`src/rtl/snoop_bus_arbiter.sv`:
```
// snoop_bus_arbiter: owns the shared snooping bus. It grants one L1 cache at a
// time and walks each coherence transaction through broadcast, snoop, optional
// write-back, memory read and completion.
// Build option: define ARB_FIXED_PRIORITY_EN for fixed lowest-index-wins
// arbitration; the default build arbitrates round-robin.
module snoop_bus_arbiter #(
    parameter int N       = 3,
    parameter int MEM_LAT = 2,
    parameter int AW      = 3
) (
    input  logic            clock,
    input  logic            reset,
    input  logic [N-1:0]    req,
    input  logic [2*N-1:0]  req_msg,
    input  logic [AW*N-1:0] req_addr,
    input  logic            wb_enable,
    input  logic [AW-1:0]   wb_addr,
    output logic [N-1:0]    gnt,
    output logic            bus_valid,
    output logic [1:0]      bus_msg,
    output logic [AW-1:0]   bus_addr,
    output logic            mem_we,
    output logic            mem_re,
    output logic [AW-1:0]   mem_addr,
    output logic [N-1:0]    done,
    output logic            busy
);

    localparam int         IW       = (N > 1) ? $clog2(N) : 1;
    localparam logic [3:0] CNT_LOAD = 4'(MEM_LAT - 1);
    localparam logic [1:0] MSG_INV  = 2'd3;

    typedef enum logic [2:0] {
        S_IDLE,
        S_BCAST,
        S_SNOOP,
        S_WB,
        S_MEM,
        S_DONE
    } state_t;

    state_t          state_q, state_d;
    logic [IW-1:0]   idx_q, idx_d;
    logic [1:0]      msg_q, msg_d;
    logic [AW-1:0]   addr_q, addr_d;
    logic            wb_q, wb_d;
    logic [AW-1:0]   wbaddr_q, wbaddr_d;
    logic [3:0]      cnt_q, cnt_d;

    logic [N-1:0]    elig;
    logic            any_elig;
    logic [IW-1:0]   win_idx;
    logic [1:0]      win_msg;
    logic [AW-1:0]   win_addr;

    // A cache competes only when it raises req with a real message.
    always_comb begin
        elig = '0;
        for (int i = 0; i < N; i++) begin
            elig[i] = req[i] && (req_msg[2*i +: 2] != 2'd0);
        end
    end

`ifdef ARB_FIXED_PRIORITY_EN
    // Fixed priority: scan from the top so the lowest eligible index is kept last.
    always_comb begin
        any_elig = 1'b0;
        win_idx  = '0;
        for (int i = N - 1; i >= 0; i--) begin
            if (elig[IW'(i)]) begin
                any_elig = 1'b1;
                win_idx  = IW'(i);
            end
        end
    end
`else
    logic [IW-1:0] ptr_q, ptr_d;

    // Round-robin: scan ptr+N down to ptr+1 so the nearest index after ptr wins.
    always_comb begin
        int j;
        any_elig = 1'b0;
        win_idx  = '0;
        j        = 0;
        for (int k = N; k >= 1; k--) begin
            j = (int'(ptr_q) + k) % N;
            if (elig[IW'(j)]) begin
                any_elig = 1'b1;
                win_idx  = IW'(j);
            end
        end
    end

    // The pointer moves to the cache that just completed.
    always_comb begin
        ptr_d = ptr_q;
        if (state_q == S_DONE) begin
            ptr_d = idx_q;
        end
    end

    // Round-robin pointer; reset value N-1 makes cache 0 the first candidate.
    always_ff @(posedge clock or posedge reset) begin
        if (reset) begin
            ptr_q <= IW'(N - 1);
        end else begin
            ptr_q <= ptr_d;
        end
    end
`endif

    // Pick out the winning cache's message and address slices.
    always_comb begin
        win_msg  = '0;
        win_addr = '0;
        for (int i = 0; i < N; i++) begin
            if (win_idx == IW'(i)) begin
                win_msg  = req_msg[2*i +: 2];
                win_addr = req_addr[AW*i +: AW];
            end
        end
    end

    // Transaction sequencer: next state and the latched transaction fields.
    always_comb begin
        state_d  = state_q;
        idx_d    = idx_q;
        msg_d    = msg_q;
        addr_d   = addr_q;
        wb_d     = wb_q;
        wbaddr_d = wbaddr_q;
        cnt_d    = cnt_q;
        case (state_q)
            S_IDLE: begin
                if (any_elig) begin
                    idx_d   = win_idx;
                    msg_d   = win_msg;
                    addr_d  = win_addr;
                    wb_d    = 1'b0;
                    state_d = S_BCAST;
                end
            end
            S_BCAST: begin
                state_d = S_SNOOP;
            end
            S_SNOOP: begin
                wb_d     = wb_enable;
                wbaddr_d = wb_addr;
                if (wb_enable) begin
                    state_d = S_WB;
                end else if (msg_q == MSG_INV) begin
                    state_d = S_DONE;
                end else begin
                    state_d = S_MEM;
                    cnt_d   = CNT_LOAD;
                end
            end
            S_WB: begin
                if (msg_q == MSG_INV) begin
                    state_d = S_DONE;
                end else begin
                    state_d = S_MEM;
                    cnt_d   = CNT_LOAD;
                end
            end
            S_MEM: begin
                if (cnt_q == 4'd0) begin
                    state_d = S_DONE;
                end else begin
                    cnt_d = cnt_q - 4'd1;
                end
            end
            S_DONE: begin
                state_d = S_IDLE;
            end
            default: begin
                state_d = S_IDLE;
            end
        endcase
    end

    // State and transaction registers; reset abandons any transaction in flight.
    always_ff @(posedge clock or posedge reset) begin
        if (reset) begin
            state_q  <= S_IDLE;
            idx_q    <= '0;
            msg_q    <= '0;
            addr_q   <= '0;
            wb_q     <= 1'b0;
            wbaddr_q <= '0;
            cnt_q    <= '0;
        end else begin
            state_q  <= state_d;
            idx_q    <= idx_d;
            msg_q    <= msg_d;
            addr_q   <= addr_d;
            wb_q     <= wb_d;
            wbaddr_q <= wbaddr_d;
            cnt_q    <= cnt_d;
        end
    end

    // Outputs decode from registered state only, so reset clears them at once.
    always_comb begin
        gnt       = '0;
        done      = '0;
        bus_valid = 1'b0;
        bus_msg   = '0;
        bus_addr  = '0;
        mem_we    = 1'b0;
        mem_re    = 1'b0;
        mem_addr  = '0;
        busy      = (state_q != S_IDLE);
        for (int i = 0; i < N; i++) begin
            gnt[i]  = (state_q != S_IDLE) && (idx_q == IW'(i));
            done[i] = (state_q == S_DONE) && (idx_q == IW'(i));
        end
        case (state_q)
            S_BCAST: begin
                bus_valid = 1'b1;
                bus_msg   = msg_q;
                bus_addr  = addr_q;
            end
            S_WB: begin
                mem_we   = 1'b1;
                mem_addr = wbaddr_q;
            end
            S_MEM: begin
                // The counter still holds its load value only in the first MEM cycle.
                mem_re   = (cnt_q == CNT_LOAD);
                mem_addr = addr_q;
            end
            default: begin
            end
        endcase
    end

endmodule

```
`config.mk`:
```
export PLATFORM = sky130hd
export DESIGN_NAME = snoop_bus_arbiter
export DESIGN_NICKNAME = d
export VERILOG_FILES = /design/src/rtl/snoop_bus_arbiter.sv
export SDC_FILE = /design/constraint.sdc
export NUM_CORES = 1
export LEC_CHECK = 0
export CORE_MARGIN = 4
export CORE_UTILIZATION = 45
export CTS_BUF_LIST = sky130_fd_sc_hd__clkbuf_4
export DETAILED_ROUTE_END_ITERATION = 10
export PLACE_DENSITY = 0.86
export SYNTH_ARGS = -nofsm -noshare
export SYNTH_HDL_FRONTEND = slang
export SYNTH_SLANG_ARGS = --single-unit
```
`constraint.sdc`:
```
create_clock -name clock -period 2.7 [get_ports clock]
set_input_delay 0.27 -clock clock [delete_from_list [all_inputs] [get_ports clock]]
set_output_delay 0.27 -clock clock [all_outputs]
set_load 0.02 [all_outputs]
```
==> run_results.csv, run 1 <==
group,metric,value,unit
critical_path,path_class,"reg2out",
grt,grt_max_degree,20,
sta,holdWs,0.381,ns
critical_path,slowest_delay,0.62,ns
sta,maxSlewViolCount,0,
clocking,clock_path_buffers,2,
synthesis,ys.flop_type,"dfrtp_1",
final_layout,final_area,0.00193,mm2
grt,grt-ovfl-total,0,
sta,finalHoldViolCount,0,
synthesis,yosysWarnings,0,
synthesis,async_flop_share,100,%
clocking,holdBufCountCts,0,
flow_run,drv_cap,0,
place,dp_slack,0.306,ns
critical_path,endpoint_kind,"primary output",
final_layout,fillers,271,
critical_path,cp_max_fo,9,
pwr,leakage,0.778,nW
final_layout,diodes,0,
grt,grt_pass1_wl,5.84,mm
synthesis,ys_types,47,
final_layout,area_growth,31.5,%
route,detail-route-antenna-nets,0,
grt,grt_use_total,17.0,%
clocking,clkSinkCount,19,
critical_path,path_cells,"nor2b_1, and2_1, a22o_1, clkdlybuf4s50_1",
floorplanning,ios,42,
place,globalplace.congestion,0.924,
clocking,clkTransAtPathRegs,0.12,ns
route,first_pass_iters,6,
sta,fmax,0.409,GHz
floorplanning,core,0.00310,mm2
final_layout,drive_gt1_share,14.2,%
floorplanning,rows,20,
synthesis,syn_nets,186,
status,status,"finished clean",
sta,worst_slew_pin_slew,0.769,ns
sta,min_period,2.44,ns
synthesis,synthCells,157,
sta,rsz0062_at_grt,"no",
place,detailed_place.area,0.00191,mm2
place,dp_hpwl,2.80,mm
clocking,worstSkewPairLatency,0.30,ns
pwr,powerDensity,996,mW/mm2
place,port_buffers,41,
floorplanning,dieArea,0.00425,mm2
clocking,post_cts_buffers,0,
floorplanning,die_w,65.2,um
critical_path,critical_path_required,2.43,ns
floorplanning,initial_core_util,47.4,%
route,drt_iter0_markers,25,
sta,worst_slack,0.256,ns
synthesis,synth_seq_cells,19,
route,wirelength,3.56,mm
critical_path,r2r_slack,0.27,ns
route,wl_per_cell,14.8,um
sta,setup_viol,0,
final_layout,final_core_util,62.3,%
place,placed_cells,237,
clocking,cts-resized-gates,0,
clocking,htree_levels,1,
sta,max-slew-margin-rel,48.6,%
synthesis,netlist.area_leader.share,30.6,%
synthesis,syn_area,0.00147,mm2
synthesis,postSynthAreaPerCell,9.37,um2
critical_path,crit_slowest_cell,"clkdlybuf4s50_1",
critical_path,worst_ep_arrival_time,2.17,ns
grt,grt_pass1_vias,1261,
grt,antenna_found_initial,0,
sta,fin_crit_sh,90.5,%
route,num_vias,1324,
pwr,ir_drop,0.661,mV
route,vias_per_cell,5.49,
critical_path,start_kind,"flop",
route,drc,0,
synthesis,synth_edf_count,0,
clocking,cts_buffers,3,
pwr,p_total,1.93,mW
synthesis,synthTopCellsByArea,"dfrtp_1, mux2_4, ha_1",
sta,tns,0,ns
clocking,cts_tree,"yes",
final_layout,nNetsFinal,227,
clocking,root_buffer,"clkbuf_4",
sta,skew,0.00383,ns
synthesis,synth_largest_area_cell,"dfrtp_1",
final_layout,finalNonFillerCells,241,
worst_hold_path,hp-class,"in2async",
floorplanning,die_h,65.2,um
synthesis,yosysSeqAreaShare,32.4,%
## cells by family after synthesis
logic type | after synthesis | share of synthesized area [%]
AOI/OAI and AO/OA | 40 | 24.0
buffers and inverters | 17 | 5.10
and+or+nand+nor | 65 | 24.7
DFF | 19 | 32.4
muxes | 11 | 9.61
adders and majority gates | 5 | 4.25
## power by group
| group | internal (mW) | leakage, nW | switching (mW) | total, mW |
|---|---|---|---|---|
| Clock | 0.0552 | 0.0177 | 0.0962 | 0.151 |
| Sequential | 0.412 | 0.236 | 0.149 | 0.561 |
| Combinational | 0.573 | 0.524 | 0.642 | 1.22 |
| Total | 1.04 | 0.778 | 0.887 | 1.93 |
## state kept, by name (all words and copies together), names as in the netlist
signal    cells
idx_q         2
state_q       3
addr_q        3
cnt_q         4
msg_q         2
ptr_q         2
wbaddr_q      3
## worst paths after layout
check | from | to | depth (start not counted)
worst min-delay path | reset | wbaddr_q[0] | 2
worst min register to register | wbaddr_q[1] | wbaddr_q[1] | 1
max in group asynchronous | reset | ptr_q[0] | 2
min in group clock | wbaddr_q[1] | wbaddr_q[1] | 1
worst max register to register | ptr_q[1] | msg_q[1] | 7
worst max-delay path | state_q[1] | mem_addr[0] | 4
## worst max-delay path, delay by kind of cell, from the launching register on
kind,cells,cell delay (ns)
buffers and inverters,1,0.62
DFF,1,0.56
and+or+nand+nor,2,0.54
AOI/OAI and AO/OA,1,0.17
## layer usage
layer	GRT usage (%)	part of all wire, %	vias to the layer above
li1	-	-	650
met1	21.9	46	628
met2	30.0	49	44
met3	2.74	4.4	2
met4	3.11	0.48	0
met5	0	0	-
## synthesized netlist by cell type (all sizes together), types with 2 or more instances
| library cell | n |
|---|---|
| a21o | 2 |
| a21oi | 5 |
| a22o | 3 |
| and2 | 7 |
| buf | 5 |
| dfrtp | 18 |
| ha | 5 |
| inv | 12 |
| mux2 | 10 |
| nand2 | 16 |
| nand2b | 6 |
| nand3 | 9 |
| nor2 | 12 |
| nor2b | 2 |
| nor3 | 6 |
| o2111ai | 7 |
| o21a | 4 |
| o21ai | 9 |
| o31ai | 3 |
## cell usage in the layout (no fill, tap or decap), drive strengths merged, types with 2 or more instances in the layout
cell / count
clkdlybuf4s50: 41
dfrtp: 18
nand2: 16
inv: 12
nor2: 12
mux2: 10
nand3: 9
o21ai: 9
o2111ai: 7
and2: 7
nand2b: 6
nor3: 6
ha: 5
a21oi: 5
o21a: 4
o31ai: 3
a22o: 3
clkbuf: 3
nor2b: 2
a21o: 2
## final cells by class
class / count / area (um2) / share of cell area [%]
Multi-Input combinational cell: 121 / 920 / 47.5
Tap cell: 44 / 55.1 / 2.85
Sequential cell: 19 / 477 / 24.6
Clock buffer: 3 / 22.5 / 1.16
Timing Repair Buffer: 41 / 410 / 21.2
Inverter: 12 / 45.0 / 2.33
Clock inverter: 1 / 5.00 / 0.259
(Power assumes the default switching activity.)
==> run 2: changes to the inputs <==
GPL_ROUTABILITY_DRIVEN = 0   (was unset)
PLACE_DENSITY = 0.76   (was 0.86)
==> run_results.csv, run 2 (synthesized netlist as in run 1, its figures left out) <==
group,metric,value,unit
status,status,"finished clean",
pwr,p_switching,0.879,mW
sta,fin_crit_sh,92.3,%
final_layout,regMostFlops,"cnt_q",
sta,worst_slew_pin_slew,0.737,ns
critical_path,path_class,"reg2out",
clocking,post_cts_buffers,0,
pwr,seq_power_share,28.9,%
critical_path,worst_ep_arrival_time,2.22,ns
route,vias_per_cell,5.39,
pwr,leakage,0.778,nW
critical_path,critical_path_required,2.43,ns
critical_path,slowest_delay,0.62,ns
critical_path,path_cells,"nor2b_1, and2_1, a22o_1, clkdlybuf4s50_1",
final_layout,layout_common_cells,"clkdlybuf4s50_1, dfrtp_1, nand2_1",
route,num_vias,1300,
route,drc,0,
floorplanning,dieArea,0.00425,mm2
pwr,ir_drop,0.723,mV
place,port_buffers,41,
grt,grt_use_total,17.7,%
worst_hold_path,hp-class,"in2async",
critical_path,reg2reg_from,"ptr_q[1]",
sta,skew,0.00569,ns
final_layout,nNetsFinal,227,
grt,grt-ovfl-total,0,
critical_path,crit_slowest_cell,"clkdlybuf4s50_1",
clocking,holdBufCountCts,0,
pwr,power_frac_clock,8.3,%
final_layout,largest_register_ffs,4,
route,wirelength,3.57,mm
pwr,powerDensity,997,mW/mm2
sta,rsz0062_at_grt,"no",
sta,min_period,2.49,ns
final_layout,final_area,0.00194,mm2
sta,finalHoldViolCount,0,
critical_path,cp_max_fo,9,
clocking,clkSinkCount,19,
route,drt_iter0_markers,44,
sta,maxSlewViolCount,0,
sta,holdWs,0.383,ns
grt,grt_max_degree,20,
pwr,power.share.combinational,62.8,%
floorplanning,core,0.00310,mm2
clocking,cts_buffers,3,
clocking,worstSkewPairLatency,0.30,ns
route,first_pass_iters,4,
final_layout,final_common_cell,"clkdlybuf4s50_1",
clocking,htree_levels,1,
sta,max-slew-margin-rel,50.8,%
floorplanning,die_h,65.2,um
clocking,root_buffer,"clkbuf_4",
critical_path,start_kind,"flop",
route,detail-route-antenna-nets,0,
flow_run,drv_cap,0,
floorplanning,initial_core_util,47.4,%
grt,grt_pass1_vias,1337,
sta,tns,0,ns
clocking,clock_path_buffers,2,
grt,antenna_found_initial,0,
final_layout,area_growth,31.6,%
sta,fmax,0.401,GHz
grt,grt_pass1_wl,6.00,mm
floorplanning,die_w,65.2,um
place,dp_hpwl,2.86,mm
floorplanning,ios,42,
pwr,netSwitchingFraction,45.5,%
pwr,p_int,1.05,mW
final_layout,diodes,0,
critical_path,endpoint_kind,"primary output",
place,detailed_place.area,0.00191,mm2
route,wl_per_cell,14.8,um
clocking,cts-resized-gates,0,
floorplanning,rows,20,
final_layout,drive_gt1_share,14.2,%
critical_path,startpoint,"state_q[1]",
sta,setup_viol,0,
clocking,clkTransAtPathRegs,0.12,ns
clocking,cts_tree,"yes",
run 2: cell types whose count changed in the layout (fill, tap and decap cells not counted), sizes merged:
cell,before,now
clkbuf,3,4
clkinv,1,0
run 2: final timing paths:
path / end / slack, ns / depth (start not counted)
hold / removal: cnt_q[0] / 0.38 / 2
hold reg to reg: wbaddr_q[2] / 0.50 / 1
max in group asynchronous: msg_q[1] / 1.85 / 2
min in group clock: wbaddr_q[2] / 0.50 / 1
setup / recovery: mem_addr[0] / 0.21 / 4
setup reg to reg: msg_q[0] / 0.32 / 7
run 2: stage by stage:
stage                     power (mW)  setup WS, ns  utilization (%)  std cells
after floorplan                 1.43         0.800                -        157
after global placement          1.73         0.527             61.5        237
after detailed placement        1.77         0.362             61.5        237
after CTS                       1.93         0.227             62.4        241
after global routing            2.08         0.111             62.4        241
final                           1.93         0.209             62.4        241
run 2: power groups by stage:
stage	sequential [mW]	clock [mW]	combinational, mW
2_1_floorplan	0.480	0	0.945
3_3_place_gp	0.557	0	1.17
3_5_place_dp	0.562	0	1.21
4_1_cts	0.558	0.161	1.21
5_1_grt	0.579	0.180	1.32
6_report	0.557	0.161	1.21
run 2: worst max-delay path: cells and delay by family (launching register included):
family	cells	cell delay, ns
AOI/OAI and AO/OA	1	0.18
DFF	1	0.54
and+or+nand+nor	2	0.58
buffers and inverters	1	0.62
run 2: cell type report:
type / instances / area [um2]
fillers: 283 / 1170
multi-input cells: 121 / 920
flip-flops and latches: 19 / 477
repair buffers: 41 / 410
well taps: 44 / 55.1
inverters: 12 / 45.0
clock buffers: 4 / 30.0
run 2: routing by layer:
metal / vias up / wire length, um / track usage (%) / part of all wire, %
li1: 649 / - / - / -
met2: 33 / 1840 / 32.9 / 52
met3: 6 / 148 / 4.62 / 4.1
met5: - / 0 / 0 / 0
met4: 0 / 51 / 3.37 / 1.4
met1: 612 / 1530 / 20.2 / 43
==> run 3: changes to the inputs <==
CTS_BUF_LIST = sky130_fd_sc_hd__clkbuf_8   (was sky130_fd_sc_hd__clkbuf_4)
RECOVER_POWER = 50   (was unset)
==> run_results.csv, run 3 (synthesized netlist as in run 1, its figures left out) <==
group,metric,value,unit
final_layout,area_growth,32.1,%
floorplanning,die_w,65.2,um
final_layout,final_common_cell,"clkdlybuf4s50_1",
worst_hold_path,min_path_cells,1,
sta,worst_slew_pin_slew,0.740,ns
status,status,"finished clean",
final_layout,regMostFlops,"cnt_q",
critical_path,critical_path_required,2.43,ns
route,drc,0,
place,port_buffers,41,
sta,max-slew-margin-rel,50.6,%
critical_path,start_kind,"flop",
clocking,worstSkewPairLatency,0.26,ns
critical_path,r2r_slack,0.33,ns
clocking,cts-resized-gates,0,
final_layout,fillers,283,
worst_hold_path,hp-class,"reg2reg",
grt,grt_pass1_vias,1345,
route,num_vias,1308,
sta,skew,0.00499,ns
critical_path,path_cells,"nor2b_1, and2_1, a22o_1, clkdlybuf4s50_1",
sta,finalHoldViolCount,0,
sta,fin_crit_sh,88.4,%
sta,rsz0062_at_grt,"no",
final_layout,layout_common_cells,"clkdlybuf4s50_1, dfrtp_1, nand2_1",
final_layout,finalNonFillerCells,241,
floorplanning,rows,20,
sta,setup_viol,0,
clocking,cts_buffers,3,
critical_path,path_class,"reg2out",
critical_path,worst_ep_arrival_time,2.12,ns
place,placed_cells,237,
final_layout,drive_gt1_share,13.2,%
final_layout,largest_register_ffs,4,
final_layout,diodes,0,
flow_run,drv_cap,0,
critical_path,cp_max_fo,9,
sta,holdWs,0.492,ns
critical_path,crit_family,"buffers and inverters",
critical_path,worstReg2RegEnd,"msg_q[0]",
clocking,cts_tree,"yes",
worst_hold_path,hold_end,"wbaddr_q[2]",
route,detail-route-antenna-nets,0,
clocking,post_cts_buffers,0,
critical_path,endpoint_kind,"primary output",
clocking,clock_path_buffers,2,
worst_hold_path,holdCritStartpoint,"wbaddr_q[2]",
critical_path,reg2reg_from,"ptr_q[1]",
sta,fmax,0.419,GHz
grt,antenna_found_initial,0,
floorplanning,die_h,65.2,um
final_layout,nNetsFinal,227,
pwr,leakage,0.786,nW
place,dp_hpwl,2.86,mm
critical_path,reg2regPathDepth,7,
clocking,clkTransAtPathRegs,0.07,ns
route,first_pass_iters,4,
critical_path,crit_slowest_cell,"clkdlybuf4s50_1",
route,vias_per_cell,5.43,
clocking,clkSinkCount,19,
sta,maxSlewViolCount,0,
critical_path,cp_num_buf_inv,1,
pwr,ir_drop,0.653,mV
floorplanning,ios,42,
grt,grt_use_total,18.0,%
sta,min_period,2.39,ns
grt,grt_max_degree,20,
sta,tns,0,ns
route,wirelength,3.60,mm
grt,grt-ovfl-total,0,
pwr,powerDensity,1010,mW/mm2
clocking,holdBufCountCts,0,
grt,grt_pass1_wl,6.07,mm
clocking,htree_levels,1,
route,drt_iter0_markers,45,
floorplanning,initial_core_util,47.4,%
route,wl_per_cell,14.9,um
floorplanning,dieArea,0.00425,mm2
critical_path,slowest_delay,0.62,ns
clocking,root_buffer,"clkbuf_8",
floorplanning,core,0.00310,mm2
[run 3: cell types whose count changed in the layout (fill, tap and decap cells not counted), sizes merged]
cell           change
dlygate4sd3        +1
inv                +1
clkbuf             -1
clkdlybuf4s50      -1
[run 3: worst register-to-register path: stages (launching register included)]
cell	delay, ns
dfstp_2	0.55
inv_1	0.05
ha_1	0.31
and3_1	0.27
a211oi_2	0.58
o2111ai_1	0.22
o2111ai_1	0.16
mux2_4	0.18
[run 3: layout make-up]
cell class	count	area (um2)	share of cell area (%)
multi-input combinational	121	912	46.9
clock buffer	3	41.3	2.12
inverter	12	45.0	2.32
sequential	19	477	24.5
timing repair buffer	41	410	21.1
tap	44	55.1	2.83
clock inverter	1	3.75	0.193
[run 3: worst max path at each step]
stage | from | endpoint | slack (ns) | cells past startpoint
after floorplan | ptr_q[1] | addr_q[0] | 0.80 | 8
after global placement | ptr_q[1] | msg_q[1] | 0.53 | 7
after detailed placement | ptr_q[1] | msg_q[0] | 0.36 | 7
after CTS | state_q[1] | mem_addr[0] | 0.28 | 4
after global routing | ptr_q[1] | msg_q[0] | 0.14 | 7
final | state_q[1] | mem_addr[0] | 0.31 | 4
[run 3: power by group]
part           switching, mW  leakage (nW)  internal (mW)  total (mW)
clock network         0.0998        0.0269          0.101       0.201
registers              0.147         0.236          0.413       0.560
logic                  0.634         0.524          0.568        1.20
total                  0.881         0.786           1.08        1.96
[run 3: stage by stage]
step	worst slack [ns]	cell area (um2)	util (%)	total power [mW]
floorplan	0.800	1470	-	1.43
global route	0.143	1940	62.7	2.12
finish	0.314	1940	62.7	1.96
detailed placement	0.362	1910	61.5	1.77
CTS	0.276	1950	62.9	1.98
global placement	0.527	1910	61.5	1.73
[run 3: routing by layer]
metal,GRT usage [%],up-vias,share of wire (%)
met5,0,-,0
met4,4.92,0,1.8
met3,4.62,8,5.2
met2,32.7,42,51
met1,20.7,612,42
li1,-,646,-
